<file path="config.mk">
export PLATFORM = sky130hd
export DESIGN_NAME = mem_latency_arbiter
export DESIGN_NICKNAME = d
export VERILOG_FILES = /design/src/rtl/mem_arb_pkg.sv /design/src/rtl/rr_arbiter.sv /design/src/rtl/mem_latency_arbiter.sv
export SDC_FILE = /design/constraint.sdc
export NUM_CORES = 1
export LEC_CHECK = 0
export CAP_MARGIN = 20
export CORE_ASPECT_RATIO = 0.9
export CORE_MARGIN = 8
export CORE_UTILIZATION = 45
export DETAILED_ROUTE_END_ITERATION = 10
export GPL_ROUTABILITY_DRIVEN = 0
export PLACE_DENSITY = 0.79
export SETUP_SLACK_MARGIN = 0.4
export SYNTH_ARGS = -nofsm -noshare
export SYNTH_HDL_FRONTEND = slang
export SYNTH_SLANG_ARGS = --single-unit
export TNS_END_PERCENT = 5
</file>
<file path="constraint.sdc">
create_clock -name clk -period 3.1 [get_ports clk]
set_input_delay 0.465 -clock clk [delete_from_list [all_inputs] [get_ports clk]]
set_output_delay 0.465 -clock clk [all_outputs]
set_load 0.005 [all_outputs]
</file>
<file path="src/rtl/mem_arb_pkg.sv">
// Shared types and constants for the memory latency arbiter.
// Also used by chip_top for the default memory latency.
package mem_arb_pkg;

  typedef enum logic [1:0] {
    IDLE,
    WAIT,
    RESP
  } arb_state_t;

  localparam int unsigned DEFAULT_LATENCY = 2;

  // Index width for n ports, never below one bit.
  function automatic int unsigned idx_w(
    input int unsigned n
  );
    return (n > 1) ? $clog2(n) : 1;
  endfunction

endpackage

</file>
<file path="src/rtl/rr_arbiter.sv">
// Combinational round-robin pick: first requester above last_grant.
// Reused for bus arbitration in the multicore interconnect.
module rr_arbiter
  import mem_arb_pkg::*;
#(
  parameter int unsigned NUM_PORTS = 2,
  localparam int unsigned GW = idx_w(NUM_PORTS)
) (
  input  logic [NUM_PORTS-1:0] req,
  input  logic [GW-1:0]        last_grant,
  output logic                 gnt_valid,
  output logic [GW-1:0]        gnt_idx
);

  int unsigned p;

  // Scan downward in distance so the nearest requester wins last.
  always_comb begin
    gnt_valid = 1'b0;
    gnt_idx   = '0;
    p         = 0;
    for (int unsigned k = NUM_PORTS; k >= 1; k--) begin
      p = (int'(last_grant) + k) % NUM_PORTS;
      if (req[p]) begin
        gnt_valid = 1'b1;
        gnt_idx   = GW'(p);
      end
    end
  end

endmodule

</file>
<file path="src/rtl/mem_latency_arbiter.sv">
// N-port round-robin main-memory arbiter with fixed wait latency.
// Define MEM_LAT_ARB_PERF_CNT_EN to add per-port stall counters.
module mem_latency_arbiter
  import mem_arb_pkg::*;
#(
  parameter int unsigned NUM_PORTS  = 2,
  parameter int unsigned ADDR_WIDTH = 32,
  parameter int unsigned LATENCY    = DEFAULT_LATENCY,
  parameter int unsigned CNT_WIDTH  = 4,
  localparam int unsigned GW = idx_w(NUM_PORTS)
) (
  input  logic                            clk,
  input  logic                            rst_n,
  input  logic [NUM_PORTS-1:0]            req,
  input  logic [NUM_PORTS*ADDR_WIDTH-1:0] addr,
  output logic [NUM_PORTS-1:0]            ready,
  output logic [ADDR_WIDTH-1:0]           mem_addr,
  output logic [GW-1:0]                   grant_id,
  output logic                            busy
`ifdef MEM_LAT_ARB_PERF_CNT_EN
  ,
  output logic [NUM_PORTS*32-1:0]         stall_cycles
`endif
);

  arb_state_t state_q, state_d;

  logic [CNT_WIDTH-1:0]  cnt_q, cnt_d;
  logic [NUM_PORTS-1:0]  ready_q, ready_d;
  logic [ADDR_WIDTH-1:0] mem_addr_q, mem_addr_d;
  logic [GW-1:0]         grant_id_q, grant_id_d;
  logic [GW-1:0]         last_q, last_d;
  logic                  busy_q, busy_d;

  logic                  gnt_valid;
  logic [GW-1:0]         gnt_idx;
  logic [ADDR_WIDTH-1:0] win_addr;
  logic [ADDR_WIDTH-1:0] cur_addr;
  logic                  cur_req;

  rr_arbiter #(
    .NUM_PORTS (NUM_PORTS)
  ) u_rr (
    .req        (req),
    .last_grant (last_q),
    .gnt_valid  (gnt_valid),
    .gnt_idx    (gnt_idx)
  );

  assign win_addr = addr[int'(gnt_idx)*ADDR_WIDTH +: ADDR_WIDTH];
  assign cur_addr = addr[int'(grant_id_q)*ADDR_WIDTH +: ADDR_WIDTH];
  assign cur_req  = req[grant_id_q];

  always_comb begin
    state_d    = state_q;
    cnt_d      = cnt_q;
    ready_d    = '0;
    mem_addr_d = mem_addr_q;
    grant_id_d = grant_id_q;
    last_d     = last_q;
    busy_d     = busy_q;
    unique case (state_q)
      IDLE: begin
        if (gnt_valid) begin
          grant_id_d = gnt_idx;
          last_d     = gnt_idx;
          mem_addr_d = win_addr;
          cnt_d      = CNT_WIDTH'(1);
          busy_d     = 1'b1;
          state_d    = WAIT;
        end
      end
      WAIT: begin
        if (!cur_req) begin
          busy_d  = 1'b0;
          state_d = IDLE;
        end else if (cur_addr != mem_addr_q) begin
          // Requester moved on to a new word: restart the wait.
          mem_addr_d = cur_addr;
          cnt_d      = CNT_WIDTH'(1);
        end else if (cnt_q == CNT_WIDTH'(LATENCY)) begin
          ready_d = NUM_PORTS'(1) << grant_id_q;
          state_d = RESP;
        end else begin
          cnt_d = cnt_q + CNT_WIDTH'(1);
        end
      end
      RESP: begin
        busy_d  = 1'b0;
        state_d = IDLE;
      end
      default: begin
        busy_d  = 1'b0;
        state_d = IDLE;
      end
    endcase
  end

  always_ff @(posedge clk or negedge rst_n) begin
    if (!rst_n) begin
      state_q    <= IDLE;
      cnt_q      <= '0;
      ready_q    <= '0;
      mem_addr_q <= '0;
      grant_id_q <= '0;
      last_q     <= GW'(NUM_PORTS - 1);
      busy_q     <= 1'b0;
    end else begin
      state_q    <= state_d;
      cnt_q      <= cnt_d;
      ready_q    <= ready_d;
      mem_addr_q <= mem_addr_d;
      grant_id_q <= grant_id_d;
      last_q     <= last_d;
      busy_q     <= busy_d;
    end
  end

  assign ready    = ready_q;
  assign mem_addr = mem_addr_q;
  assign grant_id = grant_id_q;
  assign busy     = busy_q;

`ifdef MEM_LAT_ARB_PERF_CNT_EN
  logic [NUM_PORTS-1:0][31:0] stall_q, stall_d;

  always_comb begin
    stall_d = stall_q;
    for (int i = 0; i < NUM_PORTS; i++) begin
      stall_d[i] = stall_q[i] + 32'(req[i] & ~ready_q[i]);
    end
  end

  always_ff @(posedge clk or negedge rst_n) begin
    if (!rst_n) begin
      stall_q <= '0;
    end else begin
      stall_q <= stall_d;
    end
  end

  assign stall_cycles = stall_q;
`endif

endmodule

</file>
==> summary.md <==
| Metric | Value |
|---|---|
| WL/cell | 16.6 um |
| Seq/Total Area, Yosys | 0.380 |
| Initial antenna violation count | 0 |
| Hold buffer count at CTS | 0 |
| First-pass GRT wire length | 12100 um |
| Period minus WS final | 2600 ps |
| Skew-Pair Late Insertion Delay | 290 ps |
| PortBufs | 103 |
| Max Slew Vio Count | 0 |
| Post-route ant nets | 0 |
| Share of layout cells above drive strength 1 | 0.163 |
| Status | finished clean |
| Synth Net Count | 309 |
| Synth area leader | dfrtp_1 |
| WS Path Type | register to register |
| Chip height | 91.3 um |
| Drt pass-1 iters | 4 |
| 1st-iter DRT viols | 64 |
| Synth top cells by count | 42 x dfrtp_1, 35 x mux2_2, 32 x mux2i_1, 32 x xnor2_1, 30 x mux2_1 |
| Antenna Cells | 0 |
| RSZ-0062 raised after global routing | true |
| Post-Synthesis Cells | 239 |
| Syn Area/Cell | 11.9 sq um |
| Switching Share | 0.349 |
| Static Leak | 1.61 nW |
| Area growth, synth to finish | 43.7% |
| Post-Syn Area | 0.00283 sq mm |
| Max_slew headroom | 0.350 |
| Number of post-CTS setup repair buffers | 0 |
| H-Tree Depth | 2 |
| Reg power frac | 0.310 |
| Die area | 0.00910 sq mm |
| Cell with the most instances after synthesis | dfrtp_1 |
| Final core area utilization | 0.666 |
| Largest net degree at the start of global routing | 44 |
| # rows | 27 |
| Final Setup Violations | 0 |
| Clock tree buffer depth | 2 |
| Max Cap Viol | 0 |
| Fin Setup TNS | 0 ps |
| Clock root cell | clkbuf_8 |
| GRT Total Usage | 0.163 |
| Die width | 99.7 um |
| Clk_skew | 5.37 ps |
| Routed WL | 7170 um |
| Number of global-route vias before repair | 2474 |
| GRT overflow | 0 |
| Peak supply drop | 0.000381 V |
| Clock sinks | 43 |
| Post-synth EDFFs | 0 |
| Synth Register Bits | 43 |
| Ports | 104 |
| Nets | 413 |
| Logic pwr share | 0.587 |
| Total vias in the final route | 2228 |
| DRC | 0 |
| Post-synth top area share | 0.371 |
| Worst EP required | 3280 ps |
| Core Area | 0.00611 sq mm |
| Distinct cells, synth | 31 |
| NetSw | 0.00116 W |
| Slew @ Worst Pin | 975 ps |
| Max Clock Freq | 0.384 GHz |
| Worst-path fanout max | 29 |
| Synth warnings | 0 |
| Data arrival time of the worst path | 2780 ps |
| CTS buffer count | 5 |
| Non-filler cells, final | 431 |
| Endpoints failing hold | 0 |
| Power share of the clock group | 0.104 |
| HPWL Detailed | 5390 um |
| Post-placement cell count | 422 |
| Reg clk slew, reported paths | 80 ps |
| TritonCTS clock tree | built |
| CP startpoint kind | register |
| Fill cells | 497 |
| Initial Util | 0.463 |
| Crit end category | register |
| Tcrit/Tclk final | 0.839 |
| Main flop type after synthesis | dfrtp_1 |
| Ys async rst share | 1.00 |
| HP Class | input port to asynchronous set/reset pin |
| Pint | 0.00216 W |
| Top area cells in the synthesized netlist | dfrtp_1 37%, mux2_2 14%, mux2_1 12% |
| Drt via density | 5.17 |
| Pwr/cell area | 817 mW/mm^2 |
-- flip-flops by register name, summed over array words and instances (netlist names) --
| name | count |
|---|---|
| busy | 1 |
| cnt_q | 4 |
| grant_id | 1 |
| last_q | 1 |
| mem_addr | 32 |
| ready | 2 |
| state_q | 2 |
-- layout make-up --
class	instances	area, sq um	area share
Tap cell	87	109	0.0267
Clock buffer	8	80.1	0.0197
Inverter	4	15.0	0.00369
Timing Repair Buffer	107	1080	0.266
Multi-Input combinational cell	182	1710	0.419
Sequential cell	43	1080	0.265
-- worst max-delay path, stage by stage, from the launching register on --
cell     delay, ps
dfrtp_2        390
buf_12         240
mux2i_1        270
xnor2_1         90
nor4_1         400
nand4_1        220
nor2_4         190
a21o_4         310
mux2_2         370
-- layout by cell type (no fill, tap or decap), drive strengths merged, types with 8 or more instances in the layout --
cell type and n:
dfrtp 42, mux2 65, xnor2 32, clkdlybuf4s50 102
clkbuf 8, mux2i 32, nor4 8
-- worst paths after layout --
path / startpoint / end / slack (ps) / cells past startpoint
min reg2reg: state_q[1] / busy / 530 / 1
max: grant_id / mem_addr[14] / 500 / 8
max reg2reg: grant_id / mem_addr[14] / 500 / 8
min in group clk: state_q[1] / busy / 530 / 1
max in group asynchronous: rst_n / grant_id / 2100 / 1
min: rst_n / mem_addr[10] / 330 / 1
-- metrics by stage --
step / power [W] / area, sq um / worst slack (ps) / hold slack [ps]
floorplan: 0.00216 / 2830 / 804 / 169
global placement: 0.00295 / 3960 / 121 / 483
detailed placement: 0.00298 / 3960 / 109 / 481
CTS: 0.00334 / 4040 / 315 / 358
global route: 0.00357 / 4070 / 387 / 387
finish: 0.00333 / 4070 / 498 / 328
-- power groups by stage --
stage / Sequential [W] / Clock (W) / Combinational (W)
2_1_floorplan: 0.00103 / 0 / 0.00113
3_3_place_gp: 0.00103 / 0 / 0.00192
3_5_place_dp: 0.00104 / 0 / 0.00194
4_1_cts: 0.00103 / 0.000351 / 0.00195
5_1_grt: 0.00107 / 0.000383 / 0.00211
6_report: 0.00103 / 0.000346 / 0.00195
-- logic make-up (layout without fill, tap and decap cells) --
| family | after synthesis | count (layout) | synth area share |
|---|---|---|---|
| AO/OA/AOI/OAI | 14 | 15 | 0.0340 |
| flip-flops | 43 | 43 | 0.380 |
| buffers and inverters | 15 | 119 | 0.0340 |
| XOR/XNOR | 32 | 32 | 0.0989 |
| multiplexers | 97 | 97 | 0.371 |
| adder cells (fa/ha/maj) | 2 | 2 | 0.00883 |
| AND/OR/NAND/NOR | 36 | 36 | 0.0728 |
-- layer usage --
layer  GRT usage  share of wire
met5           0              0
met4      0.0479          0.010
met3      0.0564          0.073
met2       0.258           0.46
met1       0.204           0.45
-- repair_timing --
action | CTS | global route
endpoints found under the setup margin | 32 | 34
gates cloned | 1 | 0
resized for setup | 0 | 5
endpoints found under the hold margin | 0 | 0
(Power assumes the default switching activity.)
